**src/rtl/dx_hazard_ctrl_if.sv**
```systemverilog
// Latch-control bundle between decode/execute status and the PC/FD/DX latch controls.
// The master end (the hazard controller) drives the latch enables and bubbles.
interface dx_hazard_ctrl_if #(
  parameter int unsigned REG_BITS = 5
);
  logic                d_valid0, d_valid1;
  logic [REG_BITS-1:0] d_rs0, d_rt0, d_rs1, d_rt1;
  logic                d_use_rt0, d_use_rt1;
  logic [REG_BITS-1:0] d_rd0;
  logic                d_wr0;
  logic                x_load0, x_load1;
  logic [REG_BITS-1:0] x_rd0, x_rd1;
  logic                x_md_start;
  logic                md_ready;
  logic                x_mispredict;

  logic                pc_we;
  logic                fd_we;
  logic                fd_flush;
  logic                dx_we;
  logic                dx_flush;
  logic [1:0]          issue_mask;
  logic [1:0]          stall_cause;
  logic                md_timeout;

  modport master (
    input  d_valid0, d_valid1, d_rs0, d_rt0, d_rs1, d_rt1, d_use_rt0, d_use_rt1,
           d_rd0, d_wr0, x_load0, x_load1, x_rd0, x_rd1, x_md_start, md_ready,
           x_mispredict,
    output pc_we, fd_we, fd_flush, dx_we, dx_flush, issue_mask, stall_cause, md_timeout
  );

  modport slave (
    output d_valid0, d_valid1, d_rs0, d_rt0, d_rs1, d_rt1, d_use_rt0, d_use_rt1,
           d_rd0, d_wr0, x_load0, x_load1, x_rd0, x_rd1, x_md_start, md_ready,
           x_mispredict,
    input  pc_we, fd_we, fd_flush, dx_we, dx_flush, issue_mask, stall_cause, md_timeout
  );
endinterface

```
**src/rtl/dx_hazard_ctrl.sv**
```systemverilog
// Hazard controller for the 2-wide pipeline: load-use stalls, pair splitting,
// mult/div occupancy with watchdog, and mispredict redirects.
module dx_hazard_ctrl #(
  parameter int unsigned REG_BITS      = 5,
  parameter int unsigned MD_MAX_CYCLES = 40,
  parameter int unsigned CNT_BITS      = 6
) (
  input logic             clock,
  input logic             ctrl_reset,
  dx_hazard_ctrl_if.master hz
);

  typedef enum logic [1:0] {RUN, SPLIT, MD_WAIT, REDIRECT} state_t;

  state_t              state, state_nx;
  logic [CNT_BITS-1:0] cnt, cnt_nx;
  logic                lu0, lu1, pair, md_expired;

  // A source hits when it is nonzero and names the destination of a load in DX.
  function automatic logic load_hit(input logic [REG_BITS-1:0] src,
                                    input logic x_load0, input logic [REG_BITS-1:0] x_rd0,
                                    input logic x_load1, input logic [REG_BITS-1:0] x_rd1);
    return (src != '0) && ((x_load0 && (src == x_rd0)) || (x_load1 && (src == x_rd1)));
  endfunction

  always_comb begin
    lu0 = hz.d_valid0 &&
          (load_hit(hz.d_rs0, hz.x_load0, hz.x_rd0, hz.x_load1, hz.x_rd1) ||
           (hz.d_use_rt0 && load_hit(hz.d_rt0, hz.x_load0, hz.x_rd0, hz.x_load1, hz.x_rd1)));
    lu1 = hz.d_valid1 &&
          (load_hit(hz.d_rs1, hz.x_load0, hz.x_rd0, hz.x_load1, hz.x_rd1) ||
           (hz.d_use_rt1 && load_hit(hz.d_rt1, hz.x_load0, hz.x_rd0, hz.x_load1, hz.x_rd1)));
    pair = hz.d_valid0 && hz.d_valid1 && hz.d_wr0 && (hz.d_rd0 != '0) &&
           ((hz.d_rs1 == hz.d_rd0) || (hz.d_use_rt1 && (hz.d_rt1 == hz.d_rd0)));
    md_expired = (cnt == CNT_BITS'(MD_MAX_CYCLES));
  end

  always_ff @(posedge clock or negedge ctrl_reset) begin
    if (!ctrl_reset) begin
      state <= RUN;
      cnt   <= '0;
    end else begin
      state <= state_nx;
      cnt   <= cnt_nx;
    end
  end

  always_comb begin
    state_nx       = state;
    cnt_nx         = cnt;
    hz.pc_we       = 1'b1;
    hz.fd_we       = 1'b1;
    hz.fd_flush    = 1'b0;
    hz.dx_we       = 1'b1;
    hz.dx_flush    = 1'b0;
    hz.issue_mask  = {hz.d_valid1, hz.d_valid0};
    hz.stall_cause = 2'b00;
    hz.md_timeout  = 1'b0;

    // Reset also gates the outputs so the latches see bubbles while it is held.
    if (!ctrl_reset) begin
      hz.pc_we      = 1'b0;
      hz.fd_we      = 1'b0;
      hz.dx_we      = 1'b0;
      hz.fd_flush   = 1'b1;
      hz.dx_flush   = 1'b1;
      hz.issue_mask = 2'b00;
      state_nx      = RUN;
      cnt_nx        = '0;
    end else if (hz.x_mispredict || (state == REDIRECT)) begin
      hz.fd_flush   = 1'b1;
      hz.dx_flush   = 1'b1;
      hz.issue_mask = 2'b00;
      state_nx      = hz.x_mispredict ? REDIRECT : RUN;
      cnt_nx        = '0;
    end else begin
      unique case (state)
        RUN: begin
          if (hz.x_md_start) begin
            state_nx = MD_WAIT;
            cnt_nx   = CNT_BITS'(1);
          end else if (lu0 || lu1) begin
            hz.pc_we       = 1'b0;
            hz.fd_we       = 1'b0;
            hz.dx_flush    = 1'b1;
            hz.issue_mask  = 2'b00;
            hz.stall_cause = 2'b01;
          end else if (pair) begin
            hz.pc_we       = 1'b0;
            hz.fd_we       = 1'b0;
            hz.issue_mask  = 2'b01;
            hz.stall_cause = 2'b10;
            state_nx       = SPLIT;
          end
        end
        SPLIT: begin
          if (lu1) begin
            hz.pc_we       = 1'b0;
            hz.fd_we       = 1'b0;
            hz.dx_flush    = 1'b1;
            hz.issue_mask  = 2'b00;
            hz.stall_cause = 2'b01;
          end else begin
            hz.issue_mask = 2'b10;
            state_nx      = RUN;
          end
        end
        MD_WAIT: begin
          hz.pc_we       = 1'b0;
          hz.fd_we       = 1'b0;
          hz.dx_we       = 1'b0;
          hz.issue_mask  = 2'b00;
          hz.stall_cause = 2'b11;
          if (hz.md_ready) begin
            state_nx = RUN;
            cnt_nx   = '0;
          end else if (md_expired) begin
            hz.md_timeout = 1'b1;
            state_nx      = RUN;
            cnt_nx        = '0;
          end else begin
            cnt_nx = cnt + CNT_BITS'(1);
          end
        end
        default: begin
          state_nx = RUN;
          cnt_nx   = '0;
        end
      endcase
    end
  end

endmodule
```
**src/flat_wrapper.sv**
```systemverilog
// flat-port wrapper written by rule: the top's interface ports become plain ports
module dx_hazard_ctrl_flat 
#(
  parameter int unsigned REG_BITS      = 5,
  parameter int unsigned MD_MAX_CYCLES = 40,
  parameter int unsigned CNT_BITS      = 6
)
  (clock, ctrl_reset, hz_d_valid0, hz_d_valid1, hz_d_rs0, hz_d_rt0, hz_d_rs1, hz_d_rt1, hz_d_use_rt0, hz_d_use_rt1, hz_d_rd0, hz_d_wr0, hz_x_load0, hz_x_load1, hz_x_rd0, hz_x_rd1, hz_x_md_start, hz_md_ready, hz_x_mispredict, hz_pc_we, hz_fd_we, hz_fd_flush, hz_dx_we, hz_dx_flush, hz_issue_mask, hz_stall_cause, hz_md_timeout);
  dx_hazard_ctrl_if #(.REG_BITS(REG_BITS)) hz_i ();
  input logic clock;
  input logic ctrl_reset;
  input wire logic [$bits(hz_i.d_valid0)-1:0] hz_d_valid0;
  input wire logic [$bits(hz_i.d_valid1)-1:0] hz_d_valid1;
  input wire logic [$bits(hz_i.d_rs0)-1:0] hz_d_rs0;
  input wire logic [$bits(hz_i.d_rt0)-1:0] hz_d_rt0;
  input wire logic [$bits(hz_i.d_rs1)-1:0] hz_d_rs1;
  input wire logic [$bits(hz_i.d_rt1)-1:0] hz_d_rt1;
  input wire logic [$bits(hz_i.d_use_rt0)-1:0] hz_d_use_rt0;
  input wire logic [$bits(hz_i.d_use_rt1)-1:0] hz_d_use_rt1;
  input wire logic [$bits(hz_i.d_rd0)-1:0] hz_d_rd0;
  input wire logic [$bits(hz_i.d_wr0)-1:0] hz_d_wr0;
  input wire logic [$bits(hz_i.x_load0)-1:0] hz_x_load0;
  input wire logic [$bits(hz_i.x_load1)-1:0] hz_x_load1;
  input wire logic [$bits(hz_i.x_rd0)-1:0] hz_x_rd0;
  input wire logic [$bits(hz_i.x_rd1)-1:0] hz_x_rd1;
  input wire logic [$bits(hz_i.x_md_start)-1:0] hz_x_md_start;
  input wire logic [$bits(hz_i.md_ready)-1:0] hz_md_ready;
  input wire logic [$bits(hz_i.x_mispredict)-1:0] hz_x_mispredict;
  output wire logic [$bits(hz_i.pc_we)-1:0] hz_pc_we;
  output wire logic [$bits(hz_i.fd_we)-1:0] hz_fd_we;
  output wire logic [$bits(hz_i.fd_flush)-1:0] hz_fd_flush;
  output wire logic [$bits(hz_i.dx_we)-1:0] hz_dx_we;
  output wire logic [$bits(hz_i.dx_flush)-1:0] hz_dx_flush;
  output wire logic [$bits(hz_i.issue_mask)-1:0] hz_issue_mask;
  output wire logic [$bits(hz_i.stall_cause)-1:0] hz_stall_cause;
  output wire logic [$bits(hz_i.md_timeout)-1:0] hz_md_timeout;
  assign hz_i.d_valid0 = hz_d_valid0;
  assign hz_i.d_valid1 = hz_d_valid1;
  assign hz_i.d_rs0 = hz_d_rs0;
  assign hz_i.d_rt0 = hz_d_rt0;
  assign hz_i.d_rs1 = hz_d_rs1;
  assign hz_i.d_rt1 = hz_d_rt1;
  assign hz_i.d_use_rt0 = hz_d_use_rt0;
  assign hz_i.d_use_rt1 = hz_d_use_rt1;
  assign hz_i.d_rd0 = hz_d_rd0;
  assign hz_i.d_wr0 = hz_d_wr0;
  assign hz_i.x_load0 = hz_x_load0;
  assign hz_i.x_load1 = hz_x_load1;
  assign hz_i.x_rd0 = hz_x_rd0;
  assign hz_i.x_rd1 = hz_x_rd1;
  assign hz_i.x_md_start = hz_x_md_start;
  assign hz_i.md_ready = hz_md_ready;
  assign hz_i.x_mispredict = hz_x_mispredict;
  assign hz_pc_we = hz_i.pc_we;
  assign hz_fd_we = hz_i.fd_we;
  assign hz_fd_flush = hz_i.fd_flush;
  assign hz_dx_we = hz_i.dx_we;
  assign hz_dx_flush = hz_i.dx_flush;
  assign hz_issue_mask = hz_i.issue_mask;
  assign hz_stall_cause = hz_i.stall_cause;
  assign hz_md_timeout = hz_i.md_timeout;
  dx_hazard_ctrl #(.REG_BITS(REG_BITS), .MD_MAX_CYCLES(MD_MAX_CYCLES), .CNT_BITS(CNT_BITS)) u_core (.clock(clock), .ctrl_reset(ctrl_reset), .hz(hz_i));
endmodule
```
**config.mk**
```make
export PLATFORM = sky130hd
export DESIGN_NAME = dx_hazard_ctrl_flat
export DESIGN_NICKNAME = d
export VERILOG_FILES = /design/src/rtl/dx_hazard_ctrl_if.sv /design/src/rtl/dx_hazard_ctrl.sv /design/src/flat_wrapper.sv
export SDC_FILE = /design/constraint.sdc
export NUM_CORES = 1
export LEC_CHECK = 0
export CORE_UTILIZATION = 40
export DETAILED_ROUTE_END_ITERATION = 10
export GPL_TIMING_DRIVEN = 0
export HOLD_SLACK_MARGIN = 0.08
export PLACE_DENSITY_LB_ADDON = 0.12
export SLEW_MARGIN = 20
export SYNTH_ARGS = -nofsm -noshare
export SYNTH_HDL_FRONTEND = slang
export SYNTH_SLANG_ARGS = --single-unit
```
**constraint.sdc**
```tcl
create_clock -name clock -period 2.1 [get_ports clock]
set_input_delay 0.21 -clock clock [delete_from_list [all_inputs] [get_ports clock]]
set_output_delay 0.21 -clock clock [all_outputs]
set_load 0.02 [all_outputs]
```
Yosys cells after proc, flatten, opt, wreduce, memory -nomap -nowiden
Index checks and enable logic that the tools add are counted.
Word-level totals
  bits in registers: 8
  logic and storage cells: 114
  memory bits (read-only): 0
  output and inout bits: 10
  input bits: 47
  bits in latches: 0
  memories kept: 0
  RAM bits: 0
Operators by class
  add/sub/neg operators: 1
  multiply operators: 0
  eq/ne operators: 20
  shift operators: 0
  divide/modulo/power cells: 0
  $lt $le $gt $ge: 0
  reduce and logical (&&, ||, !) cells: 38
  bitwise logic cells: 0
  muxes and demuxes: 53
Operators with widths (count)
  == test 5 bit: 10
  2-to-1 mux 2 bit: 20
  2-to-1 mux 6 bit: 5
  nonzero test 5 bit: 5
  2-to-1 mux 1 bit: 22
  logical AND 1 bit: 21
  one-hot mux 2 bit (3 select lines): 3
  one-hot mux 6 bit (3 select lines): 1
  != test 5 x 3 -> 1 bit (second input constant): 2
  logical OR 1 bit: 9
  adder 6 x 1 -> 6 bit (second input constant): 1
  == test 6 bit (second input constant): 1
  != test 5 x 4 -> 1 bit (second input constant): 1
  == test 2 bit (second input constant): 2
  != test 4 x 3 -> 1 bit (second input constant): 1
  != test 4 bit (second input constant): 1
  AND reduction 4 bit: 1
  != test 3 x 2 -> 1 bit (second input constant): 1
  one-hot mux 1 bit (3 select lines): 1
  == test 2 x 1 -> 1 bit (second input constant): 1
  zero test 2 bit: 1
  one-hot mux 1 bit (2 select lines): 1
  AND reduction 2 bit: 1

Depth between registers and ports, before layout
Gate-level depths: netlist of run 1.
  depth after elaboration: 13
  mapped depth: 8
  gate-level depth less buffers: 7

Least setup slack after synthesis of run 1
OpenSTA, ideal clock, no wires.
  path type: input -> output
  start: input hz_d_rt1[0]
  end: output hz_stall_cause[1]
  stages: 6
  required time: 1.890 ns
  data arrival time: 1.903 ns
  slack: -0.013 ns
  cells stage by stage: or4_1 o211ai_1 o22ai_1 buf_4 o31ai_1 nor3b_1
Between the ends
  word-level cells in the longest chain between the ends: 13
  elaborated cells on any way between the ends: 21
Ends and longest elaborated chain
  from (decl): line flat_wrapper.sv:17  | input wire logic [$bits(hz_i.d_rt1)-1:0] hz_d_rt1;
  == test 5 bit: line dx_hazard_ctrl.sv:23  | return (src != '0) && ((x_load0 && (src == x_rd0)) || (x_load1 && (src == x_rd1)));
  logical AND 1 bit: line dx_hazard_ctrl.sv:23
  logical OR 1 bit: line dx_hazard_ctrl.sv:23
  logical AND 1 bit: line dx_hazard_ctrl.sv:23
  logical AND 1 bit: line dx_hazard_ctrl.sv:32  | (hz.d_use_rt1 && load_hit(hz.d_rt1, hz.x_load0, hz.x_rd0, hz.x_load1, hz.x_rd1)));
  logical OR 1 bit: line dx_hazard_ctrl.sv:31  | (load_hit(hz.d_rs1, hz.x_load0, hz.x_rd0, hz.x_load1, hz.x_rd1) ||
  logical AND 1 bit: line dx_hazard_ctrl.sv:30  | lu1 = hz.d_valid1 &&
  logical OR 1 bit: line dx_hazard_ctrl.sv:82  | end else if (lu0 || lu1) begin
  2-to-1 mux 2 bit (*): line dx_hazard_ctrl.sv:82
  2-to-1 mux 2 bit (*): line dx_hazard_ctrl.sv:79  | if (hz.x_md_start) begin
  one-hot mux 2 bit (3 select lines) (*): line dx_hazard_ctrl.sv:77  | unique case (state)
  2-to-1 mux 2 bit (*): line dx_hazard_ctrl.sv:70  | end else if (hz.x_mispredict || (state == REDIRECT)) begin
  2-to-1 mux 2 bit (*): line dx_hazard_ctrl.sv:61  | if (!ctrl_reset) begin
  to (decl): line flat_wrapper.sv:35  | output wire logic [$bits(hz_i.stall_cause)-1:0] hz_stall_cause;
Every way passes the cells marked *; elsewhere a longest branch is shown, timed or not.

Final worst setup path of run 1
  start: input hz_d_rt0[3]
  end: output hz_pc_we
Between the ends
  word-level cells in the longest chain between the ends: 13
  elaborated cells on any way between the ends: 16
Ends and longest elaborated chain
  from (decl): line flat_wrapper.sv:15  | input wire logic [$bits(hz_i.d_rt0)-1:0] hz_d_rt0;
  == test 5 bit: line dx_hazard_ctrl.sv:23
  logical AND 1 bit: line dx_hazard_ctrl.sv:23
  logical OR 1 bit: line dx_hazard_ctrl.sv:23
  logical AND 1 bit (*): line dx_hazard_ctrl.sv:23
  logical AND 1 bit (*): line dx_hazard_ctrl.sv:29  | (hz.d_use_rt0 && load_hit(hz.d_rt0, hz.x_load0, hz.x_rd0, hz.x_load1, hz.x_rd1)));
  logical OR 1 bit (*): line dx_hazard_ctrl.sv:28  | (load_hit(hz.d_rs0, hz.x_load0, hz.x_rd0, hz.x_load1, hz.x_rd1) ||
  logical AND 1 bit (*): line dx_hazard_ctrl.sv:27  | lu0 = hz.d_valid0 &&
  logical OR 1 bit (*): line dx_hazard_ctrl.sv:82
  2-to-1 mux 1 bit (*): line dx_hazard_ctrl.sv:82
  2-to-1 mux 1 bit (*): line dx_hazard_ctrl.sv:79
  one-hot mux 1 bit (3 select lines) (*): line dx_hazard_ctrl.sv:77
  2-to-1 mux 1 bit (*): line dx_hazard_ctrl.sv:70
  2-to-1 mux 1 bit (*): line dx_hazard_ctrl.sv:61
  to (decl): line flat_wrapper.sv:29  | output wire logic [$bits(hz_i.pc_we)-1:0] hz_pc_we;
Marked as above.

==> metrics.txt, run 1 <==
status=complete, but fails checks; failing checks=setup timing; via count=1491; Post-Syn Area=0.00129 mm2; CP Max Fanout=5; die width=58.8 um; max-cap violations=0; post-synthesis cell count=166; vias in the first global route=1401; # IOs=57; Synth top area share=21.7%; Logic pwr share=54.6%; Initial DRC Count=68; Final min period=2.22 ns; Die Y=58.8 um; Worst Tran Pin Value=0.460 ns; Reg2Reg Capture Point=u_core.cnt[3]; pwr dens=313 mW/mm2; clk_skew=0.00297 ns; RR Startpoint=u_core.state[1]; drt pass-1 iters=4; syn nets=215; routed length per placed instance=15.0 um; synthesized flop and latch total=8; R2R setup slack=0.35 ns; total net switching power=235 uW; WL final=4130 um; dpl cells=266; Ant. Diodes=0; die area=0.00346 mm2; Max Fclk=450 MHz; hold slack=0.446 ns; Final Hold Viols=0; sw frac=37.5%; gr usage total=22.6%; antenna violations before repair=0; crit start category=input pin; internal power=392 uW; final worst slack=-0.123 ns; RSZ-0062 raised after global routing=yes; Final Power=628 uW; start point of the critical path=hz_d_rt0[3]; Detail Route Antenna Nets=0; Layout Cells excl Fill=275; core box area=0.00305 mm2; Rel. slew slack=69.0%; Reg clk slew, reported paths=0.06 ns; Hold Path Stages=3; R2R cell count=6; largest net degree at the start of global routing=11; Clock Sinks=8; Initial Util=42.3%; Worst EP required=1.89 ns; Flop pwr share=26.4%; CTS tree=done; # setup viols final=7; main area contributors after synthesis=xor2_1 22%, dfrtp_1 15%, xnor2_1 12%, o21ai_0 4.6%, nor4_1 4.4%; Final GP Congestion=0.869; Critical Path Sink=hz_pc_we; # DRC=0; worst setup path class=in2out; Area growth syn-to-layout=55.3%; Leak=0.000822 uW; PortBufs=56; unique cell type count in the Yosys netlist=37; grt ovf=0; Critical Path End Type=output port; worst-skew pair later-pin latency=0.25 ns; Num CTS Buffers=3; Final Cycle Share=106%; post-synthesis sequential area ratio=15.5%; layout cells sized above 1=30.3%; hpwl dp=3040 um; post-place setup slack=-1.06 ns; clock group share of total power=19.0%; Clock Tree Buf Depth=2; via density per instance=5.42; H-Tree Depth=1; Root Driver=clkbuf_4; fin. max-slew vios=0; Hold Crit Class=in2reg; Synth area leader=xor2_1; Worst EP arrival=2.01 ns; cell row count=20; Yosys warning total=0; first-pass GRT wire length=6130 um; VDD IR max=0.134 mV; Mean Syn Cell Area=7.79 um2; Nets=282; Finished Core Util=65.7%
==> power groups by stage <==
stage | combinational, uW | sequential [uW] | clock [uW]
global route | 367 | 167 | 131
global placement | 319 | 163 | 0
CTS | 319 | 165 | 124
finish | 343 | 166 | 119
detailed placement | 327 | 163 | 0
floorplan | 153 | 163 | 0
==> cell type report <==
| cell class | instances | area, um2 |
|---|---|---|
| clock buffers | 3 | 22.5 |
| plain buffers | 4 | 32.5 |
| fillers | 295 | 1050 |
| flip-flops and latches | 8 | 201 |
| well taps | 44 | 55.1 |
| repair buffers | 63 | 518 |
| inverters | 4 | 15.0 |
| multi-input cells | 149 | 1160 |
==> flip-flops by register name (all words and copies together), names as in the netlist <==
signal	flops
u_core.state	2
u_core.cnt	6
==> logic make-up after synthesis <==
group,share of synthesized area (%)
xor+xnor,33.9
fa+ha+maj,1.94
simple gates,23.3
compound gates,21.4
flops,15.5
buf+inv,3.97
==> synthesized netlist by cell type (all sizes together) <==
master	instances
a211oi	2
a21o	1
a21oi	9
a22o	1
a32oi	4
and2	5
and3	1
buf	2
clkbuf	3
dfrtp	8
ha	2
inv	4
nand2	7
nand2b	1
nand3	5
nand4	2
nor2	13
nor3	4
nor3b	1
nor4	9
o2111a	1
o2111ai	1
o211ai	2
o21ai	12
o21bai	1
o22a	1
o22ai	2
o311a	1
o31a	2
o31ai	1
or3	1
or3b	1
or4	6
xnor2	18
xor2	32
==> worst max-delay path, stage by stage <==
cell	delay, ns
buf_8	0.09
buf_4	0.13
xor2_1	0.14
nor4_1	0.45
a32oi_2	0.13
o22ai_4	0.26
nor4_4	0.06
o31a_1	0.29
buf_4	0.14
buf_6	0.12
==> per-layer routing <==
metal  GRT usage [%]  part of all wire [%]  vias up
met5               0                     0        -
met4            5.10                  0.56        0
met3           0.659                   4.2        4
met2            43.0                    54       56
met1            28.1                    42      691
li1                -                     -      740
==> how the worst min path moves through the flow <==
stage	from	to	slack, ns
4_1_cts	ctrl_reset	u_core.state[0]	0.44
3_3_place_gp	u_core.cnt[2]	u_core.cnt[2]	0.52
6_report	ctrl_reset	u_core.state[0]	0.45
3_5_place_dp	u_core.cnt[2]	u_core.cnt[2]	0.52
5_1_grt	ctrl_reset	u_core.state[0]	0.48
2_1_floorplan	ctrl_reset	u_core.cnt[0]	-0.09
==> stage by stage <==
| step | cell area, um2 | setup TNS (ns) |
|---|---|---|
| 2_1_floorplan | 1300 | 0 |
| 3_3_place_gp | 1910 | -7.77 |
| 3_5_place_dp | 1910 | -7.99 |
| 4_1_cts | 1940 | -0.127 |
| 5_1_grt | 2010 | -0.946 |
| 6_report | 2010 | -0.461 |
==> placed cells by master, fill, tap and decap left out, types with 4 or more instances in the layout <==
cell / Yosys / final
xor2_1: 32 / 32
nand3_1: 5 / 5
nand2_1: 7 / 7
dlygate4sd2_1: 0 / 7
and2_1: 5 / 5
inv_1: 4 / 4
buf_2: 0 / 19
buf_6: 0 / 12
or4_1: 6 / 4
a21oi_1: 9 / 9
clkdlybuf4s50_1: 0 / 9
dfrtp_1: 8 / 7
clkbuf_2: 0 / 4
buf_4: 2 / 9
o21ai_0: 12 / 9
nor2_1: 13 / 12
xnor2_1: 18 / 18
nor3_1: 4 / 4
nor4_2: 0 / 5
==> repair_timing <==
item | CTS | global route
resized for setup | 192 | 25
endpoints found under the setup margin | 11 | 8
buffers inserted | 6 | 0
hold buffers | 1 | 0
pin swaps | 27 | 17
hold endpoints to repair | 8 | 0
cloned | 0 | 0
(Power assumes the default switching activity.)
==> inputs of run 2 (changes only) <==
clock period = 2.69 ns   (was 2.1 ns; I/O delays follow)
==> run 2 against run 1 <==
The flow now finishes without violations. Utilization down 1.6 points. Clock-buffer cell count stayed put. Register-to-register slack better by 0.40 ns. Non-clock buffer count down 4. Power fell by 27%. Combinational power decreased by 28%. Design area decreased by 2.5%. Clock skew grew 0.0013 ns. Clock power fell by 25%. Critical path depth shrank 1.
==> metrics.txt, run 2 (synthesis results as in run 1) <==
worst setup path class=in2out; pwr dens=235 mW/mm2; Clock Sinks=8; hold-fix buffers at CTS=0; Final Cycle Share=98.1%; Leak=0.000832 uW; R2R setup slack=0.75 ns; Rel. slew slack=66.2%; WL final=3630 um; clk_skew=0.00422 ns; Logic pwr share=53.5%; Area growth syn-to-layout=51.4%; fin area=0.00196 mm2; Reg clk slew, reported paths=0.05 ns; via density per instance=5.35; fin. max-slew vios=0; # setup viols final=0; CTS tree=done; R2R cell count=7; final worst slack=0.0522 ns; crit start category=input pin; Max Fclk=379 MHz; most common cell after layout, fill and taps aside=xor2_1; Largest Register=u_core.cnt; # DRC=0; largest net degree at the start of global routing=14; RSZ-0062 raised after global routing=yes; layout cells sized above 1=9.25%; die width=58.8 um; Critical Path Sink=hz_pc_we; gr usage total=22.0%; met1 Resource Use GR=28.8%; Final min period=2.64 ns; Placed Area=0.00191 mm2; Reg2Reg Capture Point=u_core.cnt[2]; Worst EP arrival=2.37 ns; core box area=0.00305 mm2; antenna violations before repair=0; vias in the first global route=1393; PortBufs=56; met2 usage=37.8%; post-place setup slack=-0.578 ns; Finished Core Util=64.1%; internal power=298 uW; Fillers=279; Ant. Diodes=0; H-Tree Depth=1; sw frac=35.3%; Initial DRC Count=92; VDD IR max=0.120 mV; grt ovf=0; total net switching power=163 uW; Critical Path End Type=output port; Largest regs=u_core.cnt x6, u_core.state x2; CP Max Fanout=6; status=completed; post-route setup TNS=0 ns; Final Power=461 uW; Detail Route Antenna Nets=0; Worst EP required=2.42 ns; first-pass GRT wire length=5950 um; worst-skew pair later-pin latency=0.25 ns; most frequent cells in the layout=32 x xor2_1, 22 x dlygate4sd2_1, 21 x clkdlybuf4s50_1, 18 x xnor2_1, 13 x nor2_1; Most Crowded Layer GR=met2; die area=0.00346 mm2; hpwl dp=2930 um; via count=1450; Initial Util=42.3%; Die Y=58.8 um; Hold Crit Class=in2async; # IOs=57; max-cap violations=0; Flop pwr share=27.2%; RR Startpoint=u_core.state[1]; Clock Tree Buf Depth=2; Final GP Congestion=0.857; start point of the critical path=hz_d_rt1[0]; Num CTS Buffers=3; Root Driver=clkbuf_4; cell row count=20; Final Hold Viols=0; Nets=278; clock group share of total power=19.3%; routed length per placed instance=13.4 um; Largest register FFs=6; drt pass-1 iters=4; met3 Usage GRT=0.659%; Worst Tran Pin Value=0.505 ns
[run 2: changes by cell type in the layout (fill, tap and decap cells not counted), moves of 3 or more]
cell / delta
buf_2: -19
dlymetal6s2s_1: +7
buf_4: -4
clkdlybuf4s50_1: +12
dlygate4sd2_1: +15
nor4_1: +4
nor4_2: -3
buf_6: -12
[run 2: area by class of cell]
type                            count  area, um2  share of cell area (%)
Clock buffer                        3       22.5                    1.15
Tap cell                           44       55.1                    2.81
Timing Repair Buffer               58        557                    28.5
Buffer                              5       36.3                    1.85
Inverter                            4       15.0                   0.767
Multi-Input combinational cell    149       1070                    54.7
Sequential cell                     8        200                    10.2
[run 2: metal layers]
layer  share of wire (%)  vias up
li1                    -      729
met1                  44      673
met2                  51       44
met3                 3.4        4
met4                 1.2        0
met5                   0        -
[run 2: how the worst min path moves through the flow]
stage	end	cells past startpoint	slack [ns]
finish	u_core.cnt[0]	1	0.36
floorplan	u_core.cnt[0]	0	-0.03
CTS	u_core.cnt[0]	1	0.36
global placement	u_core.cnt[2]	1	0.51
detailed placement	u_core.cnt[3]	1	0.53
global route	u_core.cnt[0]	1	0.38
[run 2: power groups by stage]
stage,Sequential (uW),Clock [uW],Combinational (uW)
finish,125,89.0,246
global route,125,102,269
CTS,125,97.1,243
detailed placement,127,0,255
global placement,127,0,248
floorplan,127,0,119
[run 2: timing repair]
item                                    in CTS  in global routing
gates resized for setup                     35                 19
pin swaps                                    4                  8
buffers inserted                             2                  0
endpoints found under the setup margin       7                  7
[run 2: worst max-delay path: stages]
cell             delay (ns)
dlygate4sd2_1          0.30
or4_1                  0.53
o211ai_1               0.19
o22ai_1                0.13
buf_4                  0.17
nor4_1                 0.23
o31a_1                 0.19
buf_4                  0.11
clkdlybuf4s15_2        0.24
[run 2: stage by stage]
step | hold WS, ns | cells
after floorplan | -0.0266 | 166
after global placement | 0.514 | 266
after detailed placement | 0.527 | 266
after CTS | 0.360 | 271
after global routing | 0.381 | 271
final | 0.357 | 271
==> inputs of run 3 (changes only) <==
GPL_TIMING_DRIVEN = default   (was 0)
==> run 3 against run 2 <==
Sequential power grew 5%. Utilization grew 10 points. Sequential cell count unchanged. Register-to-register slack better by 0.13 ns. Global-route usage is 2.7 points higher. Sequential share of layout area fell by 1.4 points. Clock power grew 5.2%. Power is 12% higher. Design area grew 16%. Clock skew down 0.00078 ns.
==> metrics.txt, run 3 (synthesis results as in run 1) <==
status=completed; H-Tree Depth=1; pwr dens=228 mW/mm2; critical-path cell list=clkdlybuf4s50_1, or4_1, o21ai_1, o22ai_2, buf_4, o31ai_4, nor3b_2, buf_4; Largest Register=u_core.cnt; CP Max Fanout=7; fin. max-slew vios=0; Detail Route Antenna Nets=0; Logic pwr share=56.6%; most common cell after layout, fill and taps aside=buf_4; hold-fix buffers at CTS=0; Storage cell area=200 um2; Reg clk slew, reported paths=0.06 ns; CTS tree=done; crit start category=input pin; antenna violations before repair=0; drt pass-1 iters=4; worst setup path class=in2out; Final Hold Viols=0; Final GP Congestion=0.890; via density per instance=5.47; Clock Sinks=8; Flop pwr share=25.3%; final worst slack=0.0834 ns; first-pass GRT wire length=6610 um; most frequent cells in the layout=35 x buf_4, 32 x xor2_1, 25 x dlymetal6s2s_1, 20 x clkdlybuf4s50_1, 18 x xnor2_1; Critical Path End Type=output port; # IOs=57; Hold Crit Class=in2async; # setup viols final=0; Leak=0.00110 uW; via count=1625; internal power=330 uW; multi-input logic area=0.00114 mm2; Largest regs=u_core.cnt x6, u_core.state x2; Num CTS Buffers=3; core box area=0.00305 mm2; most used cell, CP=buf_4; clock group share of total power=18.1%; Rel. slew slack=76.2%; routed length per placed instance=15.0 um; Area growth syn-to-layout=75.3%; PortBufs=56; Initial Util=42.3%; post-place setup slack=-0.661 ns; Max Fclk=384 MHz; total net switching power=188 uW; dpl cells=288; gr usage total=24.7%; vias in the first global route=1589; die width=58.8 um; Clock Tree Buf Depth=2; max-cap violations=0; Final Cycle Share=96.9%; Worst EP arrival=2.34 ns; Final min period=2.61 ns; cell row count=20; WL final=4460 um; Largest stage delay, worst path=0.56 ns; Root Driver=clkbuf_4; Slowest cell on crit path=or4_1; Die Y=58.8 um; worst-skew pair later-pin latency=0.26 ns; largest net degree at the start of global routing=13; Ant. Diodes=0; sw frac=36.3%; Initial DRC Count=112; Layout Cells excl Fill=297; hold slack=0.352 ns; clk_skew=0.00344 ns; # DRC=0; die area=0.00346 mm2; Worst Tran Pin Value=0.358 ns; VDD IR max=0.133 mV; Nets=304; hpwl dp=3300 um; layout cells sized above 1=22.9%; Fillers=237; Worst EP required=2.42 ns; grt ovf=0; Largest register FFs=6
run 3: repair_timing:
item / 4_1_cts / 5_1_grt
gates cloned: 0 / 1
hold endpoints to repair: 0 / 0
endpoints found under the setup margin: 7 / 7
resized for setup: 36 / 43
buffers inserted: 3 / 2
pin swaps: 5 / 20
run 3: metrics by stage:
step	power, uW	area [um2]	utilization, %	TNS [ns]
after floorplan	246	1290	-	0
after global placement	401	2070	68.0	-3.33
after detailed placement	408	2070	68.0	-3.84
after CTS	500	2100	68.8	0
after global routing	547	2270	74.2	-0.00741
final	518	2270	74.2	0
run 3: power by group through the flow:
stage                     Combinational (uW)  Clock [uW]  Sequential (uW)
after global routing                     315         101              131
after floorplan                          119           0              127
after global placement                   269           0              132
after CTS                                272        97.7              130
after detailed placement                 276           0              132
final                                    293        93.6              131
run 3: area by class of cell:
| class | instances | share of cell area [%] |
|---|---|---|
| multi-input cells | 150 | 50.4 |
| clock buffers | 3 | 0.994 |
| inverters | 4 | 0.663 |
| repair buffers | 88 | 36.7 |
| flip-flops and latches | 8 | 8.83 |
| well taps | 44 | 2.43 |
run 3: path summary, 6_finish.rpt:
check	startpoint	endpoint	slack, ns	depth (start not counted)
worst max-delay path	hz_d_rs0[2]	hz_stall_cause[1]	0.08	8
worst min-delay path	ctrl_reset	u_core.cnt[2]	0.35	2
worst max register to register	u_core.state[1]	u_core.cnt[2]	0.88	6
worst min register to register	u_core.cnt[3]	u_core.cnt[3]	0.54	1
max in group asynchronous	ctrl_reset	u_core.state[0]	2.19	2
min in group clock	u_core.cnt[3]	u_core.cnt[3]	0.54	1
run 3: critical path: cells and delay by family:
family / cells / cell delay [ns]
simple gates: 2 / 0.75
compound gates: 3 / 0.51
buf+inv: 3 / 0.81
run 3: routing by layer:
layer  wire length (um)  up-vias  track usage, %  share of wire, %
met5                  0        -               0                 0
met1               1870      765            29.2                42
met2               2300       64            45.8                52
li1                   -      788               -                 -
met3                215        8            1.32               4.8
met4                 79        0            10.9               1.8
